### src/rtl/da2_receiver_if.sv
// Signal bundle between a DA2-style serial master and the receiver.
// The master drives the serial lines, and the receiver returns the decoded frame.
interface da2_receiver_if;
   logic        SCLK;
   logic        SDATA;
   logic        SYNC;
   logic [1:0]  mode;
   logic [11:0] value;
   logic        valid;
   logic        frame_err;
   logic        busy;

   modport master (
      output SCLK, SDATA, SYNC,
      input  mode, value, valid, frame_err, busy
   );

   modport slave (
      input  SCLK, SDATA, SYNC,
      output mode, value, valid, frame_err, busy
   );
endinterface

### src/rtl/da2_receiver.sv
// DA2 serial receiver. It oversamples SCLK, SDATA and SYNC on clk and decodes
// 16-bit MSB-first frames into power-down mode bits and a 12-bit value.
module da2_receiver #(
   parameter int SYNC_STAGES = 2
) (
   input logic          clk,
   input logic          rst,
   da2_receiver_if.slave bus
);
   typedef enum logic [1:0] {IDLE, SHIFT, HOLD} state_t;

   // Each stage holds the bits {SYNC, SDATA, SCLK}, so all three lines share one delay.
   logic [2:0]  pipe_reg [SYNC_STAGES];
   logic        sclk_prev_reg;
   logic        sync_prev_reg;
   logic [2:0]  settle_reg;
   logic        arm_reg;

   state_t      state_reg, state_next;
   logic [15:0] sreg_reg, sreg_next;
   logic [4:0]  cnt_reg, cnt_next;
   logic [1:0]  mode_reg, mode_next;
   logic [11:0] value_reg, value_next;
   logic        valid_reg, valid_next;
   logic        err_reg, err_next;

   logic [2:0]  sync_out;
   logic        sclk_s, sdata_s, sync_s;
   logic        sclk_fall, sync_fall, sync_rise, settle_done, arm_next;

   assign sync_out    = pipe_reg[SYNC_STAGES-1];
   assign sclk_s      = sync_out[0];
   assign sdata_s     = sync_out[1];
   assign sync_s      = sync_out[2];
   assign sclk_fall   = sclk_prev_reg & ~sclk_s;
   assign sync_fall   = sync_prev_reg & ~sync_s;
   assign sync_rise   = ~sync_prev_reg & sync_s;
   assign settle_done = (settle_reg == 3'(SYNC_STAGES));
   // Frames start only after SYNC is seen high on real data. The reset-time ones in
   // the synchronizer would otherwise create a false fall when SYNC is held low.
   assign arm_next    = arm_reg | (settle_done & sync_s);

   always_ff @(posedge clk) begin
      if (rst) begin
         for (int i = 0; i < SYNC_STAGES; i++) pipe_reg[i] <= 3'b101;
         sclk_prev_reg <= 1'b1;
         sync_prev_reg <= 1'b1;
         settle_reg    <= '0;
         arm_reg       <= 1'b0;
      end else begin
         pipe_reg[0] <= {bus.SYNC, bus.SDATA, bus.SCLK};
         for (int i = 1; i < SYNC_STAGES; i++) pipe_reg[i] <= pipe_reg[i-1];
         sclk_prev_reg <= sclk_s;
         sync_prev_reg <= sync_s;
         if (!settle_done) settle_reg <= settle_reg + 3'd1;
         arm_reg       <= arm_next;
      end
   end

   always_comb begin
      state_next = state_reg;
      sreg_next  = sreg_reg;
      cnt_next   = cnt_reg;
      mode_next  = mode_reg;
      value_next = value_reg;
      valid_next = 1'b0;
      err_next   = 1'b0;
      case (state_reg)
         IDLE: begin
            if (arm_reg && sync_fall) begin
               sreg_next  = '0;
               cnt_next   = '0;
               state_next = SHIFT;
            end
         end
         SHIFT: begin
            if (cnt_reg == 5'd16) begin
               mode_next  = sreg_reg[13:12];
               value_next = sreg_reg[11:0];
               valid_next = 1'b1;
               state_next = sync_rise ? IDLE : HOLD;
            end else if (sync_rise) begin
               // A SYNC rise beats an SCLK fall in the same cycle.
               err_next   = (cnt_reg != 5'd0);
               state_next = IDLE;
            end else if (sclk_fall) begin
               sreg_next  = {sreg_reg[14:0], sdata_s};
               cnt_next   = cnt_reg + 5'd1;
            end
         end
         HOLD: begin
            if (sync_rise) state_next = IDLE;
         end
         default: state_next = IDLE;
      endcase
   end

   always_ff @(posedge clk) begin
      if (rst) begin
         state_reg <= IDLE;
         sreg_reg  <= '0;
         cnt_reg   <= '0;
         mode_reg  <= '0;
         value_reg <= '0;
         valid_reg <= 1'b0;
         err_reg   <= 1'b0;
      end else begin
         state_reg <= state_next;
         sreg_reg  <= sreg_next;
         cnt_reg   <= cnt_next;
         mode_reg  <= mode_next;
         value_reg <= value_next;
         valid_reg <= valid_next;
         err_reg   <= err_next;
      end
   end

   assign bus.mode      = mode_reg;
   assign bus.value     = value_reg;
   assign bus.valid     = valid_reg;
   assign bus.frame_err = err_reg;
   assign bus.busy      = (state_reg == SHIFT);
endmodule

### src/flat_wrapper.sv
// flat-port wrapper written by rule: the top's interface ports become plain ports
module da2_receiver_flat 
#(
   parameter int SYNC_STAGES = 2
)
  (clk, rst, bus_SCLK, bus_SDATA, bus_SYNC, bus_mode, bus_value, bus_valid, bus_frame_err, bus_busy);
  da2_receiver_if bus_i ();
  input logic clk;
  input logic rst;
  input wire logic [$bits(bus_i.SCLK)-1:0] bus_SCLK;
  input wire logic [$bits(bus_i.SDATA)-1:0] bus_SDATA;
  input wire logic [$bits(bus_i.SYNC)-1:0] bus_SYNC;
  output wire logic [$bits(bus_i.mode)-1:0] bus_mode;
  output wire logic [$bits(bus_i.value)-1:0] bus_value;
  output wire logic [$bits(bus_i.valid)-1:0] bus_valid;
  output wire logic [$bits(bus_i.frame_err)-1:0] bus_frame_err;
  output wire logic [$bits(bus_i.busy)-1:0] bus_busy;
  assign bus_i.SCLK = bus_SCLK;
  assign bus_i.SDATA = bus_SDATA;
  assign bus_i.SYNC = bus_SYNC;
  assign bus_mode = bus_i.mode;
  assign bus_value = bus_i.value;
  assign bus_valid = bus_i.valid;
  assign bus_frame_err = bus_i.frame_err;
  assign bus_busy = bus_i.busy;
  da2_receiver #(.SYNC_STAGES(SYNC_STAGES)) u_core (.clk(clk), .rst(rst), .bus(bus_i));
endmodule
### config.mk
export PLATFORM = sky130hd
export DESIGN_NAME = da2_receiver_flat
export DESIGN_NICKNAME = d
export VERILOG_FILES = /design/src/rtl/da2_receiver_if.sv /design/src/rtl/da2_receiver.sv /design/src/flat_wrapper.sv
export SDC_FILE = /design/constraint.sdc
export NUM_CORES = 1
export LEC_CHECK = 0
export CORE_MARGIN = 2
export CORE_UTILIZATION = 54
export CTS_CLUSTER_DIAMETER = 200
export DETAILED_ROUTE_END_ITERATION = 8
export PLACE_DENSITY = 0.86
export SYNTH_ARGS = -nofsm -noshare
export SYNTH_HDL_FRONTEND = slang
export SYNTH_SLANG_ARGS = --single-unit
### constraint.sdc
create_clock -name clk -period 2.1 [get_ports clk]
set_input_delay 0.525 -clock clk [delete_from_list [all_inputs] [get_ports clk]]
set_output_delay 0.525 -clock clk [all_outputs]
set_load 0.02 [all_outputs]
==> results.toml <==
[status]
status = "finished clean"

[yosys]
synth-seq-area-share_pct = 50.42
syn_nets = 205
syn_avg_cell_area_sq_um = 9.927
syn-cell-area_sq_um = 1946
syn-instance-count = 196
yosysWarnings = 0
ys_ff_latch = 49
yosysUniqueCellTypes = 39

[floorplan]
row_count = 21
initial_core_util_pct = 57.40
die_area_sq_um = 4099
die_h_um = 64.03
core_sq_um = 3390
num_io_pins = 22
die_x_um = 64.03

[cells_and_area]
final_cell_area_sq_um = 2248
largest_reg_flops = 14
syn_to_final_growth_pct = 15.56
antenna_cells = 0
nFillCells = 274
finalNonFillerCells = 265
nNetsFinal = 227
drive_gt1_share_pct = 16.44

[detailed_routing]
drc = 0
met1_length_um = 1660
top_layer_used = "met4"
detail_route.first_pass.iterations = 4
drt_iter0_markers = 100
wire_per_inst_um = 13.10
via_per_inst = 5.332
wl_met3_um = 176
antenna_left = 0
wl_um = 3471
route.met2.wl_um = 1606
route.vias.total = 1413

[cts]
cts-root-buf = "clkbuf_4"
tritoncts = "done"
cts_buffers = 5
cts_setup_buffers = 0
cts-htree-levels = 2
cts_sinks = 49
insertion_delay_ns = 0.37
ctsHoldBuffers = 0
ctsResizeCount = 1
clk_pin_slew_ns = 0.15
cts_max_path_buffers = 2

[global_route]
grt_pass1_wl_um = 5802
grt_pass1_vias = 1306
grt_max_degree = 36
overflow = 0
antenna_found_initial = 0
grt_use_total_pct = 18.14

[timing]
finalHoldViolCount = 0
max_freq_mhz = 513.5
post-route-period-util_pct = 92.74
grt_setup_unrepaired = "false"
finalSetupViolCount = 0
relSlewSlack_pct = 65.58
fin_skew_ns = 0.01527
finalSetupTns_ns = 0
fin_crit_ns = 1.948
slew_viol_final = 0
tightest_slew_ns = 0.5163

[pwr]
pwr-share-comb_pct = 8.9
clkPwrFrac_pct = 28.9
ir_drop_mv = 0.6834
seqPwrFrac_pct = 62.2
power_density_nw_per_um2 = 706.4
power.switching_w = 0.0004184
swShare_pct = 26.35
p_leak_nw = 0.7882
internal_power_w = 0.001170

[placed_design]
port_buffers = 21
dp.cells = 257
dp.final_hpwl_um = 2239
place_area_sq_um = 2186
place.gp.congestion = 0.8160

[setup_path]
critPathCaptureType = "output pin"
critPathRequiredTime_ns = 1.57
reg2reg_slack_ns = 0.20
cp_max_fo = 6
worstSetupPathType = "reg2out"
crit_arrival_ns = 1.42
startpoint_type = "flop"

[hold_path]
hold_path.class = "reg2reg"

[run]
drv_cap = 0
cell type report:
| type | instances | area, sq um | area share [%] |
|---|---|---|---|
| Clock buffer | 5 | 37.54 | 1.669 |
| Clock inverter | 3 | 26.28 | 1.169 |
| Inverter | 6 | 22.52 | 1.002 |
| Multi-Input combinational cell | 127 | 854.6 | 38.01 |
| Sequential cell | 49 | 980.9 | 43.63 |
| Tap cell | 46 | 57.56 | 2.560 |
| Timing Repair Buffer | 29 | 269.0 | 11.96 |
cell families (layout without fill, tap and decap cells):
family / count (synthesis) / in the layout / share of synthesized area (%)
DFF: 49 / 49 / 50.42
and+or+nand+nor: 79 / 79 / 23.60
buffers and inverters: 20 / 43 / 6.045
xor gates and xnor gates: 1 / 1 / 0.4502
AOI/OAI and AO/OA: 42 / 42 / 16.40
adders and majority gates: 4 / 4 / 2.572
muxes: 1 / 1 / 0.5145
worst paths after layout:
kind                         start                    end  cells after the start
max            u_core.state_reg[1]               bus_busy                      3
min          u_core.pipe_reg[0][0]  u_core.pipe_reg[0][3]                      1
max reg2reg      u_core.cnt_reg[0]    u_core.sreg_reg[13]                      7
min reg2reg  u_core.pipe_reg[0][0]  u_core.pipe_reg[0][3]                      1
layer usage:
layer  vias up  GRT usage [%]
li1        733              -
met1       635          22.69
met2        43          29.95
met3         2          4.930
met4         0          6.522
met5         -              0
cell usage after synthesis:
master / count / share of area (%)
or2_1: 1 / 0.32
o22ai_1: 1 / 0.32
o311a_1: 1 / 0.51
o31ai_1: 2 / 0.77
or2_2: 6 / 1.9
ha_1: 4 / 2.6
nor2b_1: 3 / 0.96
nand4bb_4: 1 / 1.4
inv_1: 6 / 1.2
o32ai_1: 1 / 0.45
nand3_1: 2 / 0.51
a311oi_1: 1 / 0.45
nand4bb_1: 1 / 0.58
dfxtp_1: 49 / 50
nor2_1: 8 / 1.5
o21ai_2: 10 / 4.5
a21boi_0: 1 / 0.39
a211oi_1: 3 / 1.2
nand3b_1: 1 / 0.39
xnor2_1: 1 / 0.45
nor3_2: 1 / 0.51
and2_1: 1 / 0.32
nand2b_1: 18 / 5.8
buf_2: 4 / 1.0
a21oi_1: 7 / 1.8
nand2_1: 17 / 3.3
buf_4: 1 / 0.39
a41oi_1: 1 / 0.45
mux2i_1: 1 / 0.51
a22o_1: 7 / 3.2
a31oi_1: 2 / 0.64
a311oi_2: 1 / 0.77
buf_8: 1 / 0.77
or2b_1: 1 / 0.39
nor3_1: 2 / 0.51
clkbuf_1: 5 / 0.96
buf_6: 3 / 1.7
nand4_1: 16 / 5.1
o21ai_0: 4 / 1.0
worst max-delay path: stages, from the launching register on:
cell	delay, ns
dfxtp_1	0.39
nand2b_1	0.23
inv_1	0.10
dlygate4sd2_1	0.33
placed cells by master, fill, tap and decap left out, types with 2 or more instances in the layout:
cell and instances:
nand2_1 17, nor2_1 8, o31ai_1 2, dfxtp_1 49, clkdlybuf4s50_1 20, a31oi_1 2
nor3_1 2, nor2b_1 3, inv_1 6, ha_1 4, o21ai_2 10, a22o_1 7
o21ai_0 4, a211oi_1 3, or2_2 6, a21oi_1 7, nand2b_1 18, clkinvlp_4 2
nand4_1 16, buf_4 8, clkbuf_4 5, nand3_1 2
per-stage QoR:
| stage | setup slack (ns) | util (%) | power (W) | hold WS [ns] |
|---|---|---|---|---|
| 2_1_floorplan | 0.4612 | - | 0.001120 | 0.3895 |
| 3_3_place_gp | 0.3013 | 64.49 | 0.001143 | 0.3918 |
| 3_5_place_dp | 0.2196 | 64.49 | 0.001150 | 0.3923 |
| 4_1_cts | 0.1365 | 66.33 | 0.001599 | 0.4249 |
| 5_1_grt | 0.04452 | 66.33 | 0.001655 | 0.4460 |
| 6_report | 0.1524 | 66.33 | 0.001588 | 0.4256 |
power by group through the flow:
stage	clock (W)	sequential, W	combinational [W]
5_1_grt	0.000500	0.000993	0.000161
6_report	0.000459	0.000988	0.000142
3_3_place_gp	0	0.00101	0.000137
3_5_place_dp	0	0.00101	0.000141
4_1_cts	0.000468	0.000988	0.000142
2_1_floorplan	0	0.00100	0.000117
No activity file was read; power rests on OpenSTA's default activity.
